===== src/rtl/bool_func_engine.sv =====
// Programmable multi-output truth-table evaluator with single-shot and sweep modes.
// Optional BOOL_PARITY_EN adds out_par and a per-sweep XOR checksum (sweep_xor).
module bool_func_engine #(
    parameter int N_IN  = 3,
    parameter int N_OUT = 3,
    localparam int TT_W  = 1 << N_IN,
    localparam int SEL_W = (N_OUT > 1) ? $clog2(N_OUT) : 1,
    parameter logic [N_OUT*TT_W-1:0] TT_INIT = {8'h28, 8'h8B, 8'hCA}
) (
    input  logic             clk,
    input  logic             rst,
    input  logic             cfg_we,
    input  logic [SEL_W-1:0] cfg_sel,
    input  logic [TT_W-1:0]  cfg_tt,
    output logic             cfg_err,
    input  logic             in_valid,
    output logic             in_ready,
    input  logic [N_IN-1:0]  in_vec,
    input  logic             start,
    output logic             busy,
    output logic             done,
    output logic             out_valid,
    input  logic             out_ready,
    output logic [N_OUT-1:0] out_vec,
    output logic [N_IN-1:0]  out_idx,
`ifdef BOOL_PARITY_EN
    output logic             out_par,
    output logic [N_OUT-1:0] sweep_xor,
`endif
    output logic             out_last
);

    typedef enum logic [1:0] {
        S_IDLE,
        S_SWEEP,
        S_DRAIN
    } state_t;

    state_t r_state;
    state_t w_state_nxt;

    logic [N_IN-1:0]  r_cnt;
    logic [TT_W-1:0]  r_tt [N_OUT];

    logic             w_ld;
    logic             w_acc;
    logic             w_sweep_ld;
    logic             w_load;
    logic             w_xfer;
    logic             w_cfg_ok;
    logic [N_IN-1:0]  w_idx;
    logic [N_OUT-1:0] w_res;

    assign w_ld       = ~out_valid | out_ready;
    assign in_ready   = (r_state == S_IDLE) & ~start & w_ld;
    assign w_acc      = in_valid & in_ready;
    assign w_sweep_ld = (r_state == S_SWEEP) & w_ld;
    assign w_load     = w_acc | w_sweep_ld;
    assign w_xfer     = out_valid & out_ready;
    assign w_idx      = (r_state == S_SWEEP) ? r_cnt : in_vec;
    assign w_cfg_ok   = cfg_we & (r_state == S_IDLE)
                      & (32'(cfg_sel) < N_OUT);
    assign busy       = (r_state != S_IDLE);

    // Lookup reads the current table, so a same-cycle write is seen next cycle
    always_comb begin
        w_res = '0;
        for (int k = 0; k < N_OUT; k++) begin
            w_res[k] = r_tt[k][w_idx];
        end
    end

    always_ff @(posedge clk or posedge rst) begin
        if (rst) begin
            r_state <= S_IDLE;
        end else begin
            r_state <= w_state_nxt;
        end
    end

    always_comb begin
        w_state_nxt = r_state;
        unique case (r_state)
            S_IDLE:  if (start) w_state_nxt = S_SWEEP;
            S_SWEEP: if (w_ld && (&r_cnt)) w_state_nxt = S_DRAIN;
            S_DRAIN: if (w_xfer) w_state_nxt = S_IDLE;
            default: w_state_nxt = S_IDLE;
        endcase
    end

    always_ff @(posedge clk or posedge rst) begin
        if (rst) begin
            for (int k = 0; k < N_OUT; k++) begin
                r_tt[k] <= TT_INIT[k*TT_W +: TT_W];
            end
            cfg_err <= 1'b0;
        end else begin
            for (int k = 0; k < N_OUT; k++) begin
                if (w_cfg_ok && (cfg_sel == SEL_W'(k))) begin
                    r_tt[k] <= cfg_tt;
                end
            end
            cfg_err <= cfg_we & ~w_cfg_ok;
        end
    end

    always_ff @(posedge clk or posedge rst) begin
        if (rst) begin
            r_cnt     <= '0;
            out_valid <= 1'b0;
            out_vec   <= '0;
            out_idx   <= '0;
            out_last  <= 1'b0;
            done      <= 1'b0;
        end else begin
            if (w_sweep_ld) begin
                r_cnt <= r_cnt + N_IN'(1);
            end
            if (w_load) begin
                out_valid <= 1'b1;
                out_vec   <= w_res;
                out_idx   <= w_idx;
                out_last  <= w_sweep_ld & (&r_cnt);
            end else if (out_ready) begin
                out_valid <= 1'b0;
            end
            done <= (r_state == S_DRAIN) & w_xfer;
        end
    end

`ifdef BOOL_PARITY_EN
    logic [N_OUT-1:0] r_acc;

    // Accumulator restarts on index 0 so each sweep checksums only its own beats
    always_ff @(posedge clk or posedge rst) begin
        if (rst) begin
            r_acc     <= '0;
            out_par   <= 1'b0;
            sweep_xor <= '0;
        end else begin
            if (w_load) begin
                out_par <= ^w_res;
            end
            if (w_sweep_ld) begin
                r_acc <= (r_cnt == '0) ? w_res : (r_acc ^ w_res);
            end
            if ((r_state == S_DRAIN) && w_xfer) begin
                sweep_xor <= r_acc;
            end
        end
    end
`endif

endmodule


===== config.mk =====
export PLATFORM = sky130hd
export DESIGN_NAME = bool_func_engine
export DESIGN_NICKNAME = d
export VERILOG_FILES = /design/src/rtl/bool_func_engine.sv
export SDC_FILE = /design/constraint.sdc
export NUM_CORES = 1
export LEC_CHECK = 0
export CORE_AREA = 2 2 68 70
export CTS_BUF_LIST = sky130_fd_sc_hd__clkbuf_16
export CTS_CLUSTER_DIAMETER = 50
export DETAILED_ROUTE_END_ITERATION = 8
export DIE_AREA = 0 0 70 72
export GPL_TIMING_DRIVEN = 0
export PLACE_DENSITY = 0.65
export SYNTH_ARGS = -nofsm -noshare
export SYNTH_HDL_FRONTEND = slang
export SYNTH_SLANG_ARGS = --single-unit
export TNS_END_PERCENT = 30

===== constraint.sdc =====
create_clock -name clk -period 2.4 [get_ports clk]
set_input_delay 0.36 -clock clk [delete_from_list [all_inputs] [get_ports clk]]
set_output_delay 0.36 -clock clk [all_outputs]
set_load 0.01 [all_outputs]

==> Word-level counts from Yosys, hierarchy flattened <==
Cells that the tools add are included.
{ "op_classes": {"reduce_logical": 10, "n_lt_le_gt_ge": 2, "n_mux": 13, "eq_ne": 7, "n_bitwise": 15, "addsub": 1} }
{ "ops": {"columns": ["cell", "count"], "rows": [
  ["$and 1x1->1", 10],
  ["$bmux 1 s3", 3],
  ["$mux 2", 3],
  ["$pmux 2 s3", 1],
  ["$reduce_and 3->1", 2],
  ["$mux 1", 5],
  ["$eq 2x1->1 const B", 2],
  ["$eq 2x2->1 const B", 2],
  ["$logic_and 1x1->1", 4],
  ["$logic_not 2->1", 2],
  ["$lt 3x4->1 const B", 1],
  ["$ne 2x2->1 const B", 2],
  ["$reduce_bool 2->1", 2],
  ["$add 3x1->3 const B", 1],
  ["$mux 3", 1],
  ["$not 1->1", 3],
  ["$lt 2x2->1 const B", 1],
  ["$ne 2x1->1 const B", 1],
  ["$or 1x1->1", 2]
]} }
{ "word_totals": {"reg_bits": 39} }

==> Depth between registers and ports, before layout <==
{ "depth": {"depth_word": 6, "ltp_mapped": 7, "ltp_nobuf": 5} }

==> Worst setup path after synthesis <==
Ideal clock, no wire load.
{ "synth_path": {"kind": "reg2reg", "from": "reg r_state[1]", "to": "reg out_vec[1]", "path_stages_with_launch": 8, "t_required_ns": 2.270, "arrival_time_ns": 1.573, "path_buffers": 2, "path_slack_ns": 0.697, "path_cell_list": "dfrtp_1 nand2b_1 buf_6 mux2_4 buf_6 and2_0 a211oi_1 o41ai_2"} }
{ "synth_via": {"elab_chain_len": 5} }
{ "synth_lines": {"columns": ["element", "line", "text"], "rows": [
  ["start: declaration", "39", "state_t r_state;"],
  ["start signal: assignment", "77", "r_state <= w_state_nxt;"],
  ["parallel branches: the longest is 5 deep, another holds $mux 3", null, null],
  ["end signal: assignment", "121", "out_vec <= w_res;"],
  ["end: declaration", "24", "output logic [N_OUT-1:0] out_vec,"]
]} }
Several ways; the timed one is not identified. The select of a mux whose other input is x is not followed.
A chain may end at the register's enable or synchronous reset.

==> Worst setup path after layout <==
{ "layout_path": {"from": "in out_ready", "to": "out in_ready"} }
{ "layout_via": {"elab_chain_len": 2} }
{ "layout_lines": {"columns": ["element", "line", "text"], "rows": [
  ["start: declaration", "23", "input logic out_ready,"],
  ["$or 1x1->1", "54", "assign w_ld = ~out_valid | out_ready;"],
  ["$and 1x1->1", "55", "assign in_ready = (r_state == S_IDLE) & ~start & w_ld;"],
  ["end: declaration", "17", "output logic in_ready,"]
]} }
No other way between the ends.

==> run_results.csv <==
group,metric,value,unit
run_status,status,"complete, no violations",
synthesis,syn_nets,178,
clocking,postCtsSetupRepairBufs,0,
place,postPlaceCellArea,2240,um^2
global_route,grt_pass1_vias,1427,
cells_and_area,n_antenna_cell,0,
floorplanning,io_pins,31,
clocking,clock_latency,280,ps
timing,setup_violations,0,
critical_path,required,2040,ps
critical_path,critPathMaxFanout,5,
place,io_buffers,30,
cells_and_area,fillers,376,
timing,fmax,465,MHz
global_route,grt_first_pass_wirelength,6830,um
synthesis,synth_seq_cells,39,
global_route,grt_remaining_overflow,0,
clocking,clock_sinks,39,
critical_path,criticalPathCategory,"primary input to primary output",
critical_path,start_kind,"primary input",
clocking,cts_buffers,5,
timing,tightest_slew,782,ps
synthesis,async_reset_ff_share,100,%
floorplanning,die_h,72,um
synthesis,synth_seq_area_share,52.7,%
critical_path,max_stage_delay,570,ps
place,place_inst,239,
routing,vias,1305,
floorplanning,initial_core_util,44.0,%
timing,fin_crit_sh,89.6,%
cells_and_area,finalNonFillerCells,247,
global_route,grt_use_total,17.5,%
critical_path,crit_path_end_kind,"primary output",
timing,fin_crit,2150,ps
floorplanning,die_w,70,um
cells_and_area,fin_nets,215,
place,place.gp.congestion,0.895,
timing,maxSlewViolCount,0,
routing,postRouteWirelength,3880,um
critical_path,crit_arrival,1790,ps
floorplanning,dieArea,5040,um^2
global_route,grt_max_degree,40,
clocking,clk_path_buf_depth,2,
synthesis,netlist_instances,157,
worst_hold_path,hold_path_class,"flip-flop to flip-flop",
timing,fin_skew,6.33,ps
synthesis,synth_cell_type_count,36,
cells_and_area,layout_commonest_cell,"clkdlybuf4s50_1",
cells_and_area,final_cell_mix,"clkdlybuf4s50_1, dfrtp_1, mux2_2",
routing,wl_per_cell,15.7,um
synthesis,syn-cell-area,1880,um^2
clocking,cts_tree,"done",
routing,drtPass1Iterations,4,
power_and_ir_drop,p_leak,1.00,nW
cells_and_area,finalInstanceArea,2380,um^2
global_route,antenna_found_initial,0,
job,cap_violations,0,
routing,viasPerCell,5.28,
power_and_ir_drop,power.density,1320,nW/um^2
cells_and_area,areaGrowthSynthToFinish,26.8,%
floorplanning,core_area,4260,um^2
place,dp_hpwl,2850,um
cells_and_area,drive_gt1_share,26.2,%
synthesis,syn-mean-instance-area,11.9,um^2
power_and_ir_drop,ir_drop,0.600,mV
routing,antenna_left,0,
clocking,cts_hold_buf,0,
clocking,h-tree-depth,2,
critical_path,crit_top_cell,"clkdlybuf4s50_1",
critical_path,crit_path_top_delay_cell,"clkdlybuf4s50_1",
routing,first_iter_violations,33,
timing,final_hold_viol_count,0,
floorplanning,rows,24,
timing,rsz0062_at_grt,"false",
synthesis,synth_ff_type,"dfrtp_1",
timing,relSlewSlack,47.8,%
critical_path,worstPathCellList,"clkdlybuf4s50_1 > nor2b_1 > nor3_1 > clkdlybuf4s50_1",
routing,drc,0,
clocking,clkTransAtPathRegs,50,ps
synthesis,synth-edff-count,0,
synthesis,ys_warn_count,0,
clocking,cts_resized,0,
clocking,root_buffer,"clkbuf_16",
timing,setup-tns-final,0,ps
==> routing by layer <==
metal,global-route usage [%],share of wire (%)
met4,4.49,0.98
met3,5.42,3.7
met2,29.8,50
met1,21.8,45
met5,0,0
==> layout make-up <==
cell class,instances,area (um^2),area share (%)
Buffer,4,37.5,1.58
Clock buffer,5,125,5.26
Clock inverter,3,12.5,0.526
Inverter,4,15.0,0.631
Multi-Input combinational cell,110,835,35.1
Sequential cell,39,988,41.6
Tap cell,52,65.1,2.74
Timing Repair Buffer,30,300,12.6
==> registers in the layout (all words and copies together), names as in the netlist <==
name	flops
out_idx	3
out_vec	3
r_tt	24
r_cnt	3
done	1
out_valid	1
cfg_err	1
out_last	1
r_state	2
==> synth_stat cells (all sizes together), types with 2 or more instances <==
cell,number,share of area [%]
a31oi,3,1.0
buf,3,1.8
a21oi,6,1.6
and2,6,2.0
a32o,3,1.6
o41ai,3,2.6
nor3,2,0.80
mux2,26,16
inv,4,0.80
mux2i,2,1.7
nand2,22,4.4
dfstp,10,14
nand2b,2,0.67
dfrtp,29,39
ha,2,1.3
a211oi,6,2.4
nor2,6,1.2
o21ai,7,1.9
nor2b,3,1.0
==> worst paths after layout <==
check / from / to / slack [ps] / depth (start not counted)
worst max-delay path: out_ready / in_ready / 250 / 4
worst min register to register: out_idx[2] / out_idx[2] / 480 / 2
worst min-delay path: out_idx[2] / out_idx[2] / 480 / 2
worst max register to register: r_state[1] / out_vec[1] / 480 / 7
min in group asynchronous: rst / done / 540 / 2
max in group asynchronous: rst / r_cnt[0] / 1350 / 2
==> power breakdown <==
| group | total, mW | switching [mW] | internal, mW |
|---|---|---|---|
| sequential | 1.23 | 0.198 | 1.03 |
| clock | 0.610 | 0.235 | 0.375 |
| combinational | 1.31 | 0.616 | 0.693 |
| total | 3.15 | 1.05 | 2.10 |
==> stage by stage <==
stage | util [%] | worst slack, ps | total power [mW] | hold WS, ps
detailed placement | 52.6 | 228 | 2.55 | 474
global placement | 52.6 | 272 | 2.51 | 475
finish | 55.8 | 249 | 3.15 | 482
CTS | 55.8 | 262 | 3.18 | 491
floorplan | - | 697 | 2.12 | 472
global route | 55.8 | 185 | 3.38 | 510
==> cell families (layout without fill, tap and decap cells) <==
| logic type | Yosys count | in the layout | synth area share (%) |
|---|---|---|---|
| xor+xnor | 1 | 1 | 0.467 |
| buf+inv | 8 | 46 | 2.80 |
| simple gates | 47 | 47 | 12.5 |
| mux | 28 | 28 | 17.5 |
| fa+ha+maj | 2 | 2 | 1.33 |
| compound gates | 32 | 32 | 12.7 |
| flops | 39 | 39 | 52.7 |
==> critical path: cells and delay by family <==
family                 cells  cell delay [ps]
buffers and inverters      2             1100
AND/OR/NAND/NOR            2              330
(Power assumes the default switching activity.)
